File: config.mk
export PLATFORM = sky130hd
export DESIGN_NAME = dnc_load_controller
export DESIGN_NICKNAME = d
export VERILOG_FILES = /design/src/rtl/dnc_controller_pkg.sv /design/src/rtl/dnc_nested_counter.sv /design/src/rtl/dnc_load_controller.sv
export SDC_FILE = /design/constraint.sdc
export NUM_CORES = 2
export LEC_CHECK = 0
export CAP_MARGIN = 20
export CORE_MARGIN = 2
export CORE_UTILIZATION = 55
export CTS_BUF_LIST = sky130_fd_sc_hd__clkbuf_4 sky130_fd_sc_hd__clkbuf_8 sky130_fd_sc_hd__clkbuf_16
export CTS_CLUSTER_DIAMETER = 150
export DETAILED_ROUTE_END_ITERATION = 10
export GPL_TIMING_DRIVEN = 0
export HOLD_SLACK_MARGIN = 0.06
export PLACE_DENSITY_LB_ADDON = 0.12
export SYNTH_ARGS = -nofsm -noshare
export SYNTH_HDL_FRONTEND = slang
export SYNTH_HIERARCHICAL = 1
export SYNTH_SLANG_ARGS = --single-unit
File: constraint.sdc
create_clock -name CLK -period 40.9 [get_ports CLK]
set_input_delay 8.18 -clock CLK [delete_from_list [all_inputs] [get_ports CLK]]
set_output_delay 8.18 -clock CLK [all_outputs]
set_load 0.005 [all_outputs]
File: src/rtl/dnc_controller_pkg.sv
// dnc_controller_pkg: state/PHASE encodings and counter width
// shared by the DNC load controller and its nested counter.
package dnc_controller_pkg;

    localparam int CTRL_W = 64;

    localparam logic [2:0] PH_IDLE   = 3'd0;
    localparam logic [2:0] PH_LOAD_W = 3'd1;
    localparam logic [2:0] PH_LOAD_K = 3'd2;
    localparam logic [2:0] PH_LOAD_B = 3'd3;
    localparam logic [2:0] PH_LOAD_X = 3'd4;
    localparam logic [2:0] PH_RUN    = 3'd5;
    localparam logic [2:0] PH_WAIT   = 3'd6;

    typedef enum logic [2:0] {
        ST_IDLE   = PH_IDLE,
        ST_LOAD_W = PH_LOAD_W,
        ST_LOAD_K = PH_LOAD_K,
        ST_LOAD_B = PH_LOAD_B,
        ST_LOAD_X = PH_LOAD_X,
        ST_RUN    = PH_RUN,
        ST_WAIT   = PH_WAIT
    } state_t;

endpackage

File: src/rtl/dnc_nested_counter.sv
// dnc_nested_counter: 3-level wrap/carry counter (inner, middle, outer).
// Ports: clk, rst, step, size_inner/middle/outer in; first_middle,
// first_outer, last, zero out. Unused levels are given size 1.
module dnc_nested_counter
    import dnc_controller_pkg::*;
#(
    parameter int W = CTRL_W
) (
    input  logic         clk,
    input  logic         rst,
    input  logic         step,
    input  logic [W-1:0] size_inner,
    input  logic [W-1:0] size_middle,
    input  logic [W-1:0] size_outer,
    output logic         first_middle,
    output logic         first_outer,
    output logic         last,
    output logic         zero
);

    localparam logic [W-1:0] ONE = W'(1);

    logic [W-1:0] idx_in;
    logic [W-1:0] idx_mid;
    logic [W-1:0] idx_out;
    logic         wrap_in;
    logic         wrap_mid;
    logic         wrap_out;

    assign wrap_in  = (idx_in + ONE) == size_inner;
    assign wrap_mid = (idx_mid + ONE) == size_middle;
    assign wrap_out = (idx_out + ONE) == size_outer;

    // The terminal step wraps every level, so the counter is back at
    // zero for the next phase without an explicit clear.
    always_ff @(posedge clk or posedge rst) begin
        if (rst) begin
            idx_in  <= '0;
            idx_mid <= '0;
            idx_out <= '0;
        end else if (step) begin
            if (wrap_in) begin
                idx_in <= '0;
                if (wrap_mid) begin
                    idx_mid <= '0;
                    idx_out <= wrap_out ? '0 : idx_out + ONE;
                end else begin
                    idx_mid <= idx_mid + ONE;
                end
            end else begin
                idx_in <= idx_in + ONE;
            end
        end
    end

    assign first_middle = (idx_in == '0);
    assign first_outer  = first_middle && (idx_mid == '0);
    assign last         = wrap_in && wrap_mid && wrap_out;
    assign zero         = (size_inner == '0) || (size_middle == '0) ||
                          (size_outer == '0);

endmodule

File: src/rtl/dnc_load_controller.sv
// dnc_load_controller: streams W, K, B, X operand words into a DNC core,
// then starts it and waits for completion. Ports: CLK, RST, START, READY,
// SIZE_*_IN, DATA_IN/VALID/READY, DNC_DATA_OUT, DNC_*_ENABLE, DNC_START,
// DNC_READY, PHASE. Macro DNC_BIAS_LOAD_EN enables the LOAD_B phase.
module dnc_load_controller
    import dnc_controller_pkg::*;
#(
    parameter int DATA_SIZE    = 128,
    parameter int CONTROL_SIZE = CTRL_W
) (
    input  logic                    CLK,
    input  logic                    RST,
    input  logic                    START,
    output logic                    READY,
    input  logic [CONTROL_SIZE-1:0] SIZE_X_IN,
    input  logic [CONTROL_SIZE-1:0] SIZE_W_IN,
    input  logic [CONTROL_SIZE-1:0] SIZE_L_IN,
    input  logic [CONTROL_SIZE-1:0] SIZE_R_IN,
    input  logic [DATA_SIZE-1:0]    DATA_IN,
    input  logic                    DATA_IN_VALID,
    output logic                    DATA_IN_READY,
    output logic [DATA_SIZE-1:0]    DNC_DATA_OUT,
    output logic                    DNC_W_IN_L_ENABLE,
    output logic                    DNC_W_IN_X_ENABLE,
    output logic                    DNC_K_IN_I_ENABLE,
    output logic                    DNC_K_IN_L_ENABLE,
    output logic                    DNC_K_IN_K_ENABLE,
    output logic                    DNC_B_IN_ENABLE,
    output logic                    DNC_X_IN_ENABLE,
    output logic                    DNC_START,
    input  logic                    DNC_READY,
    output logic [2:0]              PHASE
);

    localparam logic [CONTROL_SIZE-1:0] ONE = CONTROL_SIZE'(1);

`ifdef DNC_BIAS_LOAD_EN
    localparam state_t AFTER_K = ST_LOAD_B;
`else
    localparam state_t AFTER_K = ST_LOAD_X;
`endif

    state_t                  state;
    state_t                  state_next;
    logic [CONTROL_SIZE-1:0] size_x;
    logic [CONTROL_SIZE-1:0] size_w;
    logic [CONTROL_SIZE-1:0] size_l;
    logic [CONTROL_SIZE-1:0] size_r;
    logic [CONTROL_SIZE-1:0] cnt_in;
    logic [CONTROL_SIZE-1:0] cnt_mid;
    logic [CONTROL_SIZE-1:0] cnt_out;
    logic                    first_mid;
    logic                    first_out;
    logic                    last;
    logic                    zero;
    logic                    load;
    logic                    xfer;
    logic                    phase_done;

    assign load = (state == ST_LOAD_W) || (state == ST_LOAD_K) ||
                  (state == ST_LOAD_B) || (state == ST_LOAD_X);

    // A phase with a zero bound accepts nothing and leaves at once.
    assign DATA_IN_READY = load && !zero;
    assign xfer          = DATA_IN_VALID && DATA_IN_READY;
    assign phase_done    = zero || (xfer && last);

    dnc_nested_counter #(
        .W(CONTROL_SIZE)
    ) u_cnt (
        .clk         (CLK),
        .rst         (RST),
        .step        (xfer),
        .size_inner  (cnt_in),
        .size_middle (cnt_mid),
        .size_outer  (cnt_out),
        .first_middle(first_mid),
        .first_outer (first_out),
        .last        (last),
        .zero        (zero)
    );

    always_ff @(posedge CLK or posedge RST) begin
        if (RST) begin
            state  <= ST_IDLE;
            size_x <= '0;
            size_w <= '0;
            size_l <= '0;
            size_r <= '0;
        end else begin
            state <= state_next;
            if (state == ST_IDLE && START) begin
                size_x <= SIZE_X_IN;
                size_w <= SIZE_W_IN;
                size_l <= SIZE_L_IN;
                size_r <= SIZE_R_IN;
            end
        end
    end

    // Loop bounds per phase, inner level first.
    always_comb begin
        state_next = state;
        cnt_in     = ONE;
        cnt_mid    = ONE;
        cnt_out    = ONE;
        unique case (state)
            ST_IDLE: begin
                if (START) state_next = ST_LOAD_W;
            end
            ST_LOAD_W: begin
                cnt_in  = size_x;
                cnt_mid = size_l;
                if (phase_done) state_next = ST_LOAD_K;
            end
            ST_LOAD_K: begin
                cnt_in  = size_w;
                cnt_mid = size_l;
                cnt_out = size_r;
                if (phase_done) state_next = AFTER_K;
            end
            ST_LOAD_B: begin
                cnt_in = size_l;
                if (phase_done) state_next = ST_LOAD_X;
            end
            ST_LOAD_X: begin
                cnt_in = size_x;
                if (phase_done) state_next = ST_RUN;
            end
            ST_RUN: begin
                state_next = ST_WAIT;
            end
            ST_WAIT: begin
                if (DNC_READY) state_next = ST_IDLE;
            end
            default: begin
                state_next = ST_IDLE;
            end
        endcase
    end

    always_ff @(posedge CLK or posedge RST) begin
        if (RST) begin
            DNC_DATA_OUT      <= '0;
            DNC_W_IN_L_ENABLE <= 1'b0;
            DNC_W_IN_X_ENABLE <= 1'b0;
            DNC_K_IN_I_ENABLE <= 1'b0;
            DNC_K_IN_L_ENABLE <= 1'b0;
            DNC_K_IN_K_ENABLE <= 1'b0;
            DNC_X_IN_ENABLE   <= 1'b0;
        end else begin
            if (xfer) DNC_DATA_OUT <= DATA_IN;
            DNC_W_IN_X_ENABLE <= xfer && (state == ST_LOAD_W);
            DNC_W_IN_L_ENABLE <= xfer && (state == ST_LOAD_W) && first_mid;
            DNC_K_IN_K_ENABLE <= xfer && (state == ST_LOAD_K);
            DNC_K_IN_L_ENABLE <= xfer && (state == ST_LOAD_K) && first_mid;
            DNC_K_IN_I_ENABLE <= xfer && (state == ST_LOAD_K) && first_out;
            DNC_X_IN_ENABLE   <= xfer && (state == ST_LOAD_X);
        end
    end

`ifdef DNC_BIAS_LOAD_EN
    always_ff @(posedge CLK or posedge RST) begin
        if (RST) DNC_B_IN_ENABLE <= 1'b0;
        else     DNC_B_IN_ENABLE <= xfer && (state == ST_LOAD_B);
    end
`else
    assign DNC_B_IN_ENABLE = 1'b0;
`endif

    assign DNC_START = (state == ST_RUN);
    assign READY     = (state == ST_WAIT) && DNC_READY;
    assign PHASE     = state;

endmodule

After elaboration in Yosys (flattened, before gate mapping)
Index checks and enable logic that the tools add are counted.
{"block": "totals", "regBits": 585}
{"block": "classes", "eq_ne": 14, "n_mux": 12, "addsub": 3, "n_reduce_logical": 33}
{"op": "64-bit logical NOT", "count": 5}
{"op": "64-bit 2-to-1 mux", "count": 5}
{"op": "64-bit by 1-bit adder with 64-bit output (second input constant)", "count": 3}
{"op": "64-bit == test", "count": 3}
{"op": "64-bit case mux with 3 select lines", "count": 1}
{"op": "3-bit case mux with 6 select lines", "count": 1}
{"op": "3-bit 2-to-1 mux", "count": 5}
{"op": "1-bit logical AND", "count": 14}
{"op": "3-bit == test (second input constant)", "count": 3}
{"op": "2-bit != test (second input constant)", "count": 4}
{"op": "3-bit by 2-bit == test with 1-bit output (second input constant)", "count": 2}
{"op": "1-bit logical OR", "count": 6}
{"op": "2-bit OR reduction", "count": 3}
{"op": "5-bit AND reduction", "count": 1}
{"op": "3-bit by 1-bit == test with 1-bit output (second input constant)", "count": 1}
{"op": "3-bit logical NOT", "count": 1}
{"op": "3-bit AND reduction", "count": 1}
{"op": "2-bit by 1-bit != test with 1-bit output (second input constant)", "count": 1}
{"op": "2-bit AND reduction", "count": 1}
{"op": "1-bit logical NOT", "count": 1}

Depth between registers and ports, before layout
{"block": "depth", "depth_word": 13, "depth_mapped": 25, "ltp_nobuf": 17}

Modules after synthesis
The synthesis kept the hierarchy.
{"module": "dnc_nested_counter", "n_inst": 1, "seq_area_each_um2": 4804.6, "area_each_um2": 19952.9, "cells_per_inst": 2660}
{"module": "dnc_load_controller", "n_inst": 1, "seq_area_each_um2": 9834.4, "area_each_um2": 17621.9, "cells_per_inst": 1269}

Worst setup path after synthesis
OpenSTA, ideal clock, no wires.
{"block": "synth_path", "path_kind": "input to output", "start": "input port DNC_READY", "end": "output port READY", "path_slack_ns": 24.388, "required_ns": 32.720, "arrival_ns": 8.332, "cell_stages": 1, "path_cell_list": "and3_1"}
{"block": "synth_between", "elab_chain_cells": 1}
{"item": "start, declared", "line": "dnc_load_controller.sv:31", "source": "input logic DNC_READY,"}
{"item": "1-bit logical AND", "line": "dnc_load_controller.sv:172", "source": "assign READY = (state == ST_WAIT) && DNC_READY;"}
{"item": "end, declared", "line": "dnc_load_controller.sv:14", "source": "output logic READY,"}
Every way passes these cells.

Final worst setup path
Ends and elaborated chain as after synthesis.

==> reports/results.txt <==
Comb pwr share - 47.0%
insertion delay to the later sink of the worst-skew pair - 640 ps
post_cts resized - 0
GRT Total Usage - 49.6%
Via density - 7.06
Switching Fraction - 40.7%
Post-Syn Area - 0.0376 mm^2
total CTS buffers - 68
Synth Register Bits - 585
measured slew at the worst slew-check pin - 1370 ps
Routed WL - 180 mm
Net Switching - 1270 uW
Synth top area share - 39.0%
RSZ-0062 raised after global routing - no
num rows - 95
clock power share - 21.2%
initial antenna violation count - 33
die area - 0.0704 mm^2
GPL Wtd Cong - 1.09
HP Class - flop to flop
status - complete, no violations
crit path cell chain - clkdlybuf4s50_1 -> and3_1 -> clkdlybuf4s50_1
cell taking the most area after synthesis - dfrtp_1
# nets final - 4,939
Max Cap Viol - 0
syn_area_per_cell - 9.56 um^2
cell repeated most along the worst path - clkdlybuf4s50_1
I/O Buffers - 528
Fillers - 4,961
cell chosen for the clock root - clkbuf_16
number of global-route vias before repair - 37,700
first-pass GRT wire length - 256 mm
Int Pwr - 1850 uW
Post-Synth Adder-Cell Area - 0.260%
via count - 38,700
Initial DRT Pass Iterations - 7
Overflow after GRT - 0
main flop type after synthesis - dfrtp_1
Hold Fails Final Rpt - 0
DP HPWL - 136 mm
largest family of logic cells by synthesized area - simple AND/OR/NAND/NOR gates
design area - 0.0466 mm^2
slowest CP cell - clkdlybuf4s50_1
CP max FO - 2
top cells by area, synth - dfrtp_1 (39%), mux2_2 (9.8%), xnor2_1 (4.8%)
crit end category - output pin
dpl cells - 5,344
final setup violation count - 0
Post-Synth Simple-Gate Area - 21.7%
Worst Path Arrival - 9460 ps
Post-synth EDFFs - 0
Setup TNS - 0 ps
Ports - 530
worst vdd ir - 0.0668 mV
area delta synth->final - 24.0%
CTS tree - yes
CTS H-Tree Depth - 3
Synth Area in Compound Gates - 11.3%
Final Cycle Share - 43.1%
max-slew violation count - 0
multiplexer share of the synthesized area - 16.1%
Worst Hold Slack - 497 ps
Max Freq - 0.0567 GHz
CTS Sinks - 585
post-synthesis sequential area ratio - 39.0%
largest net degree at the start of global routing - 123
Routed Antenna Nets - 0
syn_nets - 4,325
clock skew - 39.5 ps
async set or reset register ratio after synthesis - 100%
post-synth cell types - 87
critical path class - primary input to output pin
family with the most delay on the worst path - buffers and inverters
Worst Path Buf+Inv - 2
setup slack after layout - 23,260 ps
DR WL/cell - 32.8 um
Worst setup SP type - primary input
Seq pwr share - 31.7%
final std cells w/o fill - 5,491
Die Y - 265 um
Starting Density - 55.8%
layout cells sized above 1 - 15.1%
Post-Synth XOR/XNOR Area - 6.99%
Mapped Cells - 3,929
Post-CTS Setup Bufs - 0
core area - 0.0674 mm^2
Period minus WS final - 17,640 ps
worst-case clock buffer depth - 3
Ys Warns - 6
Area after DPL - 0.0442 mm^2
die width - 265 um
number of DRC markers in iteration 0 - 6,518
Max-Slew Margin vs Limit - 7.63%
data required time at the worst endpoint - 32,720 ps
DP Worst Slack - 23,290 ps
CTS Hold Buffers Added - 0
clk slew on worst S/H paths - 60 ps
drc violations - 0
CP max stage delay - 530 ps
cell leakage power - 0.0191 uW
Pwr Density - 66.9 mW/mm^2
==> cells in the mapped netlist (12+ instances only) <==
master / count
o21a_1: 16
nand2_1: 283
o22ai_1: 36
nor3_1: 89
nor2_1: 137
a21o_1: 25
nand3_1: 151
nor4b_1: 12
and2_1: 96
and4_1: 59
nand2b_1: 18
o22a_1: 22
nand4_1: 179
xnor2_1: 205
or3_1: 35
mux2i_1: 89
dfrtp_1: 585
a2111oi_0: 15
buf_2: 69
a22oi_1: 38
mux2_2: 328
clkbuf_1: 227
a21oi_1: 75
or4_1: 35
mux2_4: 98
xor2_1: 95
a31o_1: 16
a31oi_1: 44
inv_1: 97
a211oi_1: 14
o31ai_1: 54
and3_1: 107
nor4_1: 179
or2_2: 14
o21ai_0: 194
==> registers in the layout, indices dropped and copies added, names as in the netlist <==
signal,flops
DNC_K_IN_L_ENABLE,1
DNC_K_IN_K_ENABLE,1
DNC_DATA_OUT,128
u_cnt/idx_out,64
u_cnt/idx_in,64
size_x,64
size_w,64
DNC_X_IN_ENABLE,1
DNC_K_IN_I_ENABLE,1
DNC_W_IN_X_ENABLE,1
size_r,64
DNC_W_IN_L_ENABLE,1
PHASE,3
u_cnt/idx_mid,64
size_l,64
==> power by group through the flow <==
stage,clock [uW],sequential [uW],combinational [uW]
floorplan,0,884,858
global placement,0,951,1340
detailed placement,0,969,1390
CTS,658,968,1410
global route,682,994,1500
finish,661,989,1470
==> stage by stage <==
stage / power [uW] / utilization [%]
3_3_place_gp: 2290 / 65.2
6_report: 3120 / 69.2
3_5_place_dp: 2360 / 65.5
2_1_floorplan: 1740 / -
5_1_grt: 3180 / 69.1
4_1_cts: 3030 / 69.0
==> cells in the final DEF (no fill, tap or decap), drive strengths merged, types with 9 or more instances in the layout <==
| cell type | netlist | final |
|---|---|---|
| inv | 99 | 103 |
| nor2 | 139 | 139 |
| a21o | 25 | 25 |
| nand2 | 283 | 283 |
| or3 | 35 | 35 |
| o22ai | 36 | 36 |
| o21ai | 195 | 195 |
| nor4 | 181 | 181 |
| xnor2 | 205 | 205 |
| or4 | 35 | 35 |
| a211oi | 14 | 14 |
| and4 | 59 | 59 |
| nor4b | 12 | 12 |
| mux2i | 89 | 89 |
| a31oi | 44 | 44 |
| dfrtp | 585 | 585 |
| nand2b | 18 | 18 |
| o2bb2ai | 9 | 9 |
| and3 | 107 | 107 |
| a31o | 22 | 22 |
| buf | 91 | 106 |
| clkdlybuf4s50 | 0 | 528 |
| clkbuf | 227 | 324 |
| o31ai | 54 | 54 |
| a22o | 10 | 10 |
| o21a | 16 | 16 |
| diode | 0 | 26 |
| nand4 | 179 | 179 |
| nor2b | 11 | 11 |
| nand3 | 151 | 151 |
| xor2 | 95 | 95 |
| mux2 | 426 | 426 |
| a2111oi | 15 | 15 |
| or2 | 15 | 15 |
| o22a | 22 | 22 |
| a22oi | 38 | 38 |
| a21oi | 76 | 76 |
| nor3 | 90 | 90 |
| and2 | 97 | 97 |
==> routing by layer <==
metal | global-route usage, % | vias to the layer above | wire, um
li1 | - | 15800 | -
met1 | 61.6 | 18600 | 63700
met2 | 74.0 | 3401 | 77000
met3 | 16.7 | 905 | 24500
met4 | 32.1 | 16 | 14600
met5 | 0.208 | - | 111
==> worst paths after layout <==
check | startpoint | endpoint | slack, ps | cells past startpoint
max in group asynchronous | RST | size_r[37]$_DFFE_PP0P_ | 31250 | 4
min in group asynchronous | RST | size_x[12]$_DFFE_PP0P_ | 8210 | 2
hold reg to reg | size_r[38]$_DFFE_PP0P_ | size_r[38]$_DFFE_PP0P_ | 500 | 1
hold / removal | size_r[38]$_DFFE_PP0P_ | size_r[38]$_DFFE_PP0P_ | 500 | 1
setup / recovery | DNC_READY | READY | 23260 | 3
setup reg to reg | PHASE[1]$_DFFE_PP0P_ | u_cnt/idx_in[45]$_DFFE_PP0P_ | 32470 | 23
==> cells by family after synthesis <==
group / count (synthesis)
AND/OR/NAND/NOR: 1458
AO/OA/AOI/OAI: 645
flip-flops: 585
multiplexers: 515
buffers and inverters: 417
XOR/XNOR: 300
adder cells (fa/ha/maj): 8
other: 1
==> final cells by class <==
type / instances / area [um^2] / area share, %
Tap cell: 873 / 1090 / 2.34
Buffer: 318 / 1370 / 2.93
Clock buffer: 96 / 2050 / 4.39
Multi-Input combinational cell: 2927 / 21200 / 45.5
Sequential cell: 585 / 14600 / 31.4
Timing Repair Buffer: 544 / 5470 / 11.7
Antenna cell: 26 / 65.1 / 0.140
Clock inverter: 23 / 315 / 0.676
Inverter: 99 / 387 / 0.829
==> worst register-to-register path, delay by kind of cell (launching register included) <==
kind | cells | cell delay, ps
AO/OA/AOI/OAI | 1 | 200
AND/OR/NAND/NOR | 9 | 3400
buffers and inverters | 12 | 4120
flip-flops | 1 | 480
multiplexers | 1 | 100
(Power assumes the default switching activity.)
